===== src/rtl/spi_arb_pkg.sv =====
// Shared types and SPI master register map for the spi_arb transfer sequencer.
package spi_arb_pkg;

    typedef enum logic [3:0] {
        StIdle,
        StSel,
        StTx,
        StStart,
        StWait,
        StPoll,
        StRd,
        StDesel,
        StDone
    } state_e;

    localparam logic [1:0] ADDR_CFG    = 2'd0;
    localparam logic [1:0] ADDR_STATUS = 2'd1;
    localparam logic [1:0] ADDR_DATA   = 2'd2;
    localparam logic [1:0] ADDR_SS     = 2'd3;

    localparam int unsigned CFG_CPOL     = 0;
    localparam int unsigned CFG_CPHA     = 1;
    localparam int unsigned CFG_CPRE_LSB = 2;
    localparam int unsigned CFG_START    = 7;

    localparam logic [7:0] SS_NONE = 8'hFF;

    function automatic logic [7:0] cfg_word(input logic cpol, input logic cpha,
                                            input logic [3:0] cpre);
        logic [7:0] w;
        w                        = '0;
        w[CFG_CPOL]              = cpol;
        w[CFG_CPHA]              = cpha;
        w[CFG_CPRE_LSB +: 4]     = cpre;
        w[CFG_START]             = 1'b1;
        return w;
    endfunction

    // Slave selects are active-low: only the addressed slave's bit is cleared.
    function automatic logic [7:0] ss_word(input logic [2:0] slave);
        return ~(8'h01 << slave);
    endfunction

endpackage


===== src/rtl/spi_arb_rr.sv =====
// Combinational round-robin picker: search starts one past the pointer and wraps.
module spi_arb_rr
    import spi_arb_pkg::*;
#(
    parameter int unsigned N_REQ = 4,
    parameter int unsigned IDX_W = $clog2(N_REQ)
) (
    input  logic [N_REQ-1:0] req,
    input  logic [IDX_W-1:0] ptr,
    output logic [N_REQ-1:0] win_onehot,
    output logic [IDX_W-1:0] win_idx
);

    int unsigned cand;
    logic        found;

    always_comb begin
        win_onehot = '0;
        win_idx    = '0;
        cand       = 0;
        found      = 1'b0;
        for (int unsigned k = 1; k <= N_REQ; k++) begin
            cand = (32'(ptr) + k) % N_REQ;
            if (!found && req[cand[IDX_W-1:0]]) begin
                win_onehot[cand[IDX_W-1:0]] = 1'b1;
                win_idx                     = cand[IDX_W-1:0];
                found                       = 1'b1;
            end
        end
    end

endmodule


===== src/rtl/spi_arb.sv =====
// Round-robin arbiter sharing one SPI master between N_REQ requesters.
// Optional poll timeout enabled by defining SPI_ARB_TIMEOUT_EN.
module spi_arb
    import spi_arb_pkg::*;
#(
    parameter int unsigned N_REQ       = 4,
    parameter logic [15:0] TIMEOUT_CYC = 16'd4096
) (
    input  logic               Clk,
    input  logic               Rst,
    input  logic [N_REQ-1:0]   Req,
    input  logic [8*N_REQ-1:0] ReqData,
    input  logic [3*N_REQ-1:0] ReqSlave,
    input  logic               CPol,
    input  logic               CPha,
    input  logic [3:0]         CPre,
    output logic [N_REQ-1:0]   Grant,
    output logic [N_REQ-1:0]   Done,
    output logic [7:0]         RxByte,
    output logic               Err,
    output logic               Busy,
    output logic [1:0]         RegAddr,
    output logic               RegWr,
    output logic [7:0]         RegDataWr,
    input  logic [7:0]         RegDataRd
);

    localparam int unsigned IDX_W = $clog2(N_REQ);

    state_e             state_q, state_d;
    logic [N_REQ-1:0]   grant_q, grant_d;
    logic [IDX_W-1:0]   ptr_q, ptr_d;
    logic [7:0]         data_q, data_d;
    logic [2:0]         slave_q, slave_d;
    logic [7:0]         rx_q, rx_d;
    logic [N_REQ-1:0]   win_onehot;
    logic [IDX_W-1:0]   win_idx;
    logic               timeout;

    spi_arb_rr #(
        .N_REQ (N_REQ),
        .IDX_W (IDX_W)
    ) u_rr (
        .req        (Req),
        .ptr        (ptr_q),
        .win_onehot (win_onehot),
        .win_idx    (win_idx)
    );

`ifdef SPI_ARB_TIMEOUT_EN
    logic [15:0] cnt_q, cnt_d;
    logic        err_q, err_d;

    assign timeout = (state_q == StPoll) && ((cnt_q + 16'd1) == TIMEOUT_CYC);

    always_comb begin
        cnt_d = cnt_q;
        err_d = err_q;
        if (state_q == StIdle) err_d = 1'b0;
        if (state_q == StWait) begin
            cnt_d = '0;
        end else if (state_q == StPoll) begin
            cnt_d = cnt_q + 16'd1;
        end
        if (timeout && !RegDataRd[0]) err_d = 1'b1;
    end

    always_ff @(posedge Clk or posedge Rst) begin
        if (Rst) begin
            cnt_q <= '0;
            err_q <= 1'b0;
        end else begin
            cnt_q <= cnt_d;
            err_q <= err_d;
        end
    end

    assign Err = (state_q == StDone) && err_q;
`else
    logic unused_timeout_cyc;

    assign unused_timeout_cyc = ^TIMEOUT_CYC;
    assign timeout            = 1'b0;
    assign Err                = 1'b0;
`endif

    always_comb begin
        state_d = state_q;
        grant_d = grant_q;
        ptr_d   = ptr_q;
        data_d  = data_q;
        slave_d = slave_q;
        rx_d    = rx_q;
        unique case (state_q)
            StIdle: begin
                if (|Req) begin
                    grant_d = win_onehot;
                    ptr_d   = win_idx;
                    for (int unsigned i = 0; i < N_REQ; i++) begin
                        if (win_onehot[i]) begin
                            data_d  = ReqData[8*i +: 8];
                            slave_d = ReqSlave[3*i +: 3];
                        end
                    end
                    state_d = StSel;
                end
            end
            StSel:   state_d = StTx;
            StTx:    state_d = StStart;
            StStart: state_d = StWait;
            // One dead cycle so a stale EndTx from the last transfer is never polled.
            StWait:  state_d = StPoll;
            StPoll: begin
                if (RegDataRd[0]) begin
                    state_d = StRd;
                end else if (timeout) begin
                    rx_d    = '0;
                    state_d = StDesel;
                end
            end
            StRd: begin
                rx_d    = RegDataRd;
                state_d = StDesel;
            end
            StDesel: state_d = StDone;
            StDone: begin
                grant_d = '0;
                state_d = StIdle;
            end
            default: state_d = StIdle;
        endcase
    end

    always_ff @(posedge Clk or posedge Rst) begin
        if (Rst) begin
            state_q <= StIdle;
            grant_q <= '0;
            ptr_q   <= IDX_W'(N_REQ - 1);
            data_q  <= '0;
            slave_q <= '0;
            rx_q    <= '0;
        end else begin
            state_q <= state_d;
            grant_q <= grant_d;
            ptr_q   <= ptr_d;
            data_q  <= data_d;
            slave_q <= slave_d;
            rx_q    <= rx_d;
        end
    end

    // Bus signals decode straight from state so reset clears them asynchronously.
    always_comb begin
        RegAddr   = 2'd0;
        RegWr     = 1'b0;
        RegDataWr = 8'h00;
        unique case (state_q)
            StSel: begin
                RegAddr   = ADDR_SS;
                RegWr     = 1'b1;
                RegDataWr = ss_word(slave_q);
            end
            StTx: begin
                RegAddr   = ADDR_DATA;
                RegWr     = 1'b1;
                RegDataWr = data_q;
            end
            StStart: begin
                RegAddr   = ADDR_CFG;
                RegWr     = 1'b1;
                RegDataWr = cfg_word(CPol, CPha, CPre);
            end
            StPoll:  RegAddr = ADDR_STATUS;
            StRd:    RegAddr = ADDR_DATA;
            StDesel: begin
                RegAddr   = ADDR_SS;
                RegWr     = 1'b1;
                RegDataWr = SS_NONE;
            end
            default: ;
        endcase
    end

    assign Grant  = grant_q;
    assign Done   = (state_q == StDone) ? grant_q : '0;
    assign RxByte = rx_q;
    assign Busy   = (state_q != StIdle);

endmodule


===== config.mk =====
export PLATFORM = sky130hd
export DESIGN_NAME = spi_arb
export DESIGN_NICKNAME = d
export VERILOG_FILES = /design/src/rtl/spi_arb_pkg.sv /design/src/rtl/spi_arb_rr.sv /design/src/rtl/spi_arb.sv
export SDC_FILE = /design/constraint.sdc
export NUM_CORES = 1
export LEC_CHECK = 0
export BUFFER_PORTS_ARGS = -buffer_cell sky130_fd_sc_hd__buf_2
export CAP_MARGIN = 10
export CORE_UTILIZATION = 25
export DETAILED_ROUTE_END_ITERATION = 10
export GPL_TIMING_DRIVEN = 0
export PLACE_DENSITY = 0.47
export SKIP_LAST_GASP = 1
export SYNTH_ARGS = -nofsm -noshare
export SYNTH_HDL_FRONTEND = slang
export SYNTH_SLANG_ARGS = --single-unit

===== constraint.sdc =====
create_clock -name Clk -period 5.1 [get_ports Clk]
set_input_delay 0.765 -clock Clk [delete_from_list [all_inputs] [get_ports Clk]]
set_output_delay 0.765 -clock Clk [all_outputs]
set_load 0.02 [all_outputs]

### Word-level counts from Yosys, hierarchy flattened

Index checks and enable logic that the tools add are counted.

* shifts and indexed selects: 1
* eq/ne operators: 10
* muxes and demuxes: 44
* $add $sub $neg: 4
* reductions and logical operators: 22
* magnitude comparators: 8
* bitwise operators: 4

Operators with widths (number)
* two-way mux 4 bit: 8
* two-way mux 8 bit: 4
* case mux 4 bit (8 select lines): 1
* case mux 8 bit (4 select lines): 1
* equality test 4 x 3 -> 1 bit, second input constant: 4
* < comparator 2 x 3 -> 1 bit, second input constant: 4
* two-way mux 1 bit: 12
* two-way mux 3 bit: 4
* OR 4 bit: 3
* binary-select mux 1 bit (select 2 bit): 4
* demux 1 bit (select 2 bit): 4
* equality test 4 x 2 -> 1 bit, second input constant: 2
* >= comparator 2 x 1 -> 1 bit, second input constant: 4
* two-way mux 2 bit: 4
* inverter 8 bit: 1
* case mux 4 bit (2 select lines): 1
* nonzero test 4 bit: 2
* OR reduction 4 bit: 2
* << shifter 1 x 3 -> 8 bit, first input constant: 1
* logical AND 1 bit: 7
* case mux 2 bit (3 select lines): 1
* AND reduction 2 bit: 3
* adder 2 x 1 -> 2 bit, second input constant: 2
* adder 2 bit, second input constant: 2
* 8 further kinds: 12

* bits of input ports: 64
* bits in registers: 29
* output and inout port bits: 29
* logic and storage cells: 99

### Longest topological paths before layout

* depth in word-level cells: 17
* mapped depth: 11
* depth with buffers taken out: 8

### By module

A second synthesis with hierarchy kept.

* cell total of the unflattened synthesis: 242
* area, all modules: 2304.7 µm²

Modules (own cells, without submodules)
* spi_arb: seq. area each 728.2 µm², area each 1814.2 µm², times used 1, cells each 183
* spi_arb_rr: seq. area each 0.0 µm², area each 490.5 µm², times used 1, cells each 59

### Worst setup path after synthesis

No wires, ideal clock.

* kind: register to register
* start point: reg ptr_q[1]
* end point: reg data_q[0]
* setup time: 0.086 ns
* period minus slack after synthesis: 3.182 ns
* cell stages (with the launch flop): 11
* path slack: 1.918 ns
* data required time: 5.014 ns
* arrival time: 3.097 ns
* buffers on the path: 2
* path through: dfstp_2 > clkbuf_1 > inv_1 > ha_1 > mux4_2 > nor3b_4 > a221o_1 > buf_6 > o21ba_1 > a311o_1 > a32oi_1

* longest elaborated chain between the ends: 16
* elaborated cells on any way between the ends: 53
* those cells by class: add/sub (4); order compare (8); mux (26); bitwise (3); reduce/logical (12)

Ends and longest elaborated chain
* from (decl): RTL line spi_arb.sv:32 `logic [IDX_W-1:0] ptr_q, ptr_d;`
* from (signal assigned): RTL line spi_arb.sv:138 `ptr_q <= IDX_W'(N_REQ - 1);`
* from (signal assigned): RTL line spi_arb.sv:145 `ptr_q <= ptr_d;`
* branches (longest 12 deep; another with < comparator 2 x 3 -> 1 bit)
* two-way mux 4 bit *: RTL line spi_arb_rr.sv:24 `if (!found && req[cand[IDX_W-1:0]]) begin`
* two-way mux 8 bit (3 in series): RTL line spi_arb.sv:100 `if (win_onehot[i]) begin`
* to (signal assigned): RTL line spi_arb.sv:146 `data_q <= data_d;`
* to (decl): RTL line spi_arb.sv:33 `logic [7:0] data_q, data_d;`

Every way passes the cells marked *. The select of a mux whose other input is x is not followed.
A chain may end at the register's enable or synchronous reset.

### Final worst setup path

* start point: reg ptr_q[1]
* end point: reg data_q[6]

Same word-level chain as after synthesis.

==> results.cfg <==
[placement]
preCtsSetupSlack_ns = 1.40
placedInstanceArea_sq_mm = 0.00296
hpwl_um = 5790
placed_cells_incl_taps = 472
gp_congestion = 0.763
io_buffers = 90

[power_and_ir_drop]
p_leak_nw = 1.48
finalPower_mw = 2.21
p_per_area_mw_per_mm2 = 720
vdd_drop_max_uv = 209

[run]
maxCapViolCount = 0

[timing]
fin_ws_ns = 1.36
slew_headroom = 0.561
skew_ns = 0.00411
drv_slew = 0
max_freq_ghz = 0.267
tightest_slew_ns = 0.650
rsz0062_at_grt = false
setup_viol = 0
setup_tns_ns = 0
hold_viol_final = 0
hold_ws_ns = 0.432
fin_crit_ns = 3.74
timing.final.crit_share = 0.733

[detailed_routing]
num_vias = 2465
ant_nets = 0
avgViaCountPerCell = 5.12
dr.pass1.iters = 4
drc_errors = 0
drt_wl_total_um = 7470
drt_iter0_markers = 80
wl_per_cell_um = 15.5

[clock_tree]
ctsHtreeMaxLevel = 2
post_cts_buffers = 0
cts_hold_buf = 0
cts_root_buffer = clkbuf_8
cts_buffers = 5
clk_pin_slew_ns = 0.06
cts.sinks = 29
cts_tree = done
cts_buffer_depth = 2
cts_resized = 0
clk_latency_ns = 0.27

[final_layout]
n_fill_cell = 1017
areaGrowthSynthToFinish_pct = 29.5
layout.nets = 441
seq_area_sq_um = 728
finish.utilization = 0.334
layout-drive-gt1-share = 0.343
antennaDiodeCount = 0
multiInputGateArea_sq_mm = 0.00146
layout.cells.non_filler = 481
final_area_sq_mm = 0.00307

[global_routing]
grt_max_degree = 30
overflow = 0
antenna_found_initial = 0
grt_pass1_wl_um = 12000
grtUsageTotal = 0.153
grt_pass1_vias = 2314

[worst_setup_path]
slowest_delay_ns = 0.57
r2r_setup_slack_ns = 1.36
worstPathArrival_ns = 3.88
worstPathCellList = clkbuf_1 > inv_1 > ha_1 > mux4_2 > nor3b_4 > a221o_1 > nor2_1 > buf_2 > a311o_1 > a32oi_1
cp.buffers_inverters = 3
worstRegToRegCells = 10
critPathMaxFanout = 10
crit_family = buffers and inverters
crit_type = flip-flop to flip-flop
cp-start-kind = flip-flop
crit_path_end_kind = flip-flop
slowest_stage = dfstp_2
crit_cells = 10
cp_data_required_time_ns = 5.24

[yosys]
ys_seq_area_frac = 0.307
netlist_area_sq_mm = 0.00237
synth_edf_count = 0
synth_ff_type = dfrtp_1
synthArstFlopShare = 1.00
synth-seq-cells = 29
syn_area_per_cell_sq_um = 8.76
synth_warnings = 0
synth.lib_cells_used.distinct = 49
synth_cells = 271
syn_nets = 343

[floorplanning]
rows = 35
initial_core_util = 0.258
fp.dieH_um = 99.4
coreArea_sq_mm = 0.00920
die_area_sq_mm = 0.00989
die_w_um = 99.4
ioPinCount = 93

[status]
status = finished, final reports clean

[hold_path]
min_path_type = primary input to asynchronous set/reset pin
==> cell usage after synthesis, drive strengths merged (4+ instances only) <==
cell | n | area share
a21oi | 24 | 0.051
clkbuf | 12 | 0.019
o21ba | 11 | 0.046
dfrtp | 27 | 0.28
nor2 | 17 | 0.027
buf | 11 | 0.032
o32ai | 6 | 0.022
nand3 | 17 | 0.036
nand2 | 13 | 0.021
ha | 8 | 0.042
nor3 | 8 | 0.017
and2 | 4 | 0.011
inv | 17 | 0.027
mux2 | 8 | 0.038
o21ai | 22 | 0.046
nor3b | 4 | 0.017
a311o | 11 | 0.046
a32oi | 11 | 0.041
a221oi | 4 | 0.017
==> report_power, final <==
group,leakage [nW],internal (mW),switching [mW]
clock,0.0450,0.0943,0.0834
combinational,1.10,0.634,0.965
sequential,0.336,0.347,0.0888
==> state kept, by name, indices dropped and copies added (netlist names) <==
register / count
ptr_q: 2
state_q: 4
slave_q: 3
data_q: 8
Grant: 4
RxByte: 8
==> worst paths after layout <==
kind                            from        end
max                         ptr_q[1]  data_q[6]
min                              Rst   Grant[2]
max reg2reg                 ptr_q[1]  data_q[6]
min reg2reg                RxByte[3]  RxByte[3]
max in group asynchronous        Rst  data_q[1]
min in group Clk           RxByte[3]  RxByte[3]
==> cell usage in the layout, fill, tap and decap left out, types with 9 or more instances in the layout <==
cell and instances:
dfrtp_1 27, a21oi_1 24, o21ai_0 21, o21ba_1 9
nor2_1 17, nand2_1 13, a32oi_1 11, nand3_1 17
inv_1 17, clkbuf_1 13, buf_2 97, a311o_1 11
==> kinds of logic after synthesis <==
logic type	after synthesis	share of synthesized area
simple gates	74	0.166
xor+xnor	3	0.0111
buf+inv	40	0.0780
other cells	1	0.00158
flops	29	0.307
compound gates	104	0.324
mux	12	0.0706
fa+ha+maj	8	0.0422
==> area by class of cell <==
class | count | area share
Clock inverter | 2 | 0.00326
Multi-Input combinational cell | 202 | 0.475
Clock buffer | 6 | 0.0236
Buffer | 23 | 0.0395
Timing Repair Buffer | 91 | 0.156
Inverter | 17 | 0.0208
Sequential cell | 29 | 0.237
Tap cell | 111 | 0.0452
==> per-layer routing <==
layer,GRT usage,wire (um)
met5,0,0
met4,0.0328,61
met3,0.0302,352
met2,0.243,3500
met1,0.216,3560
(Power assumes the default switching activity.)
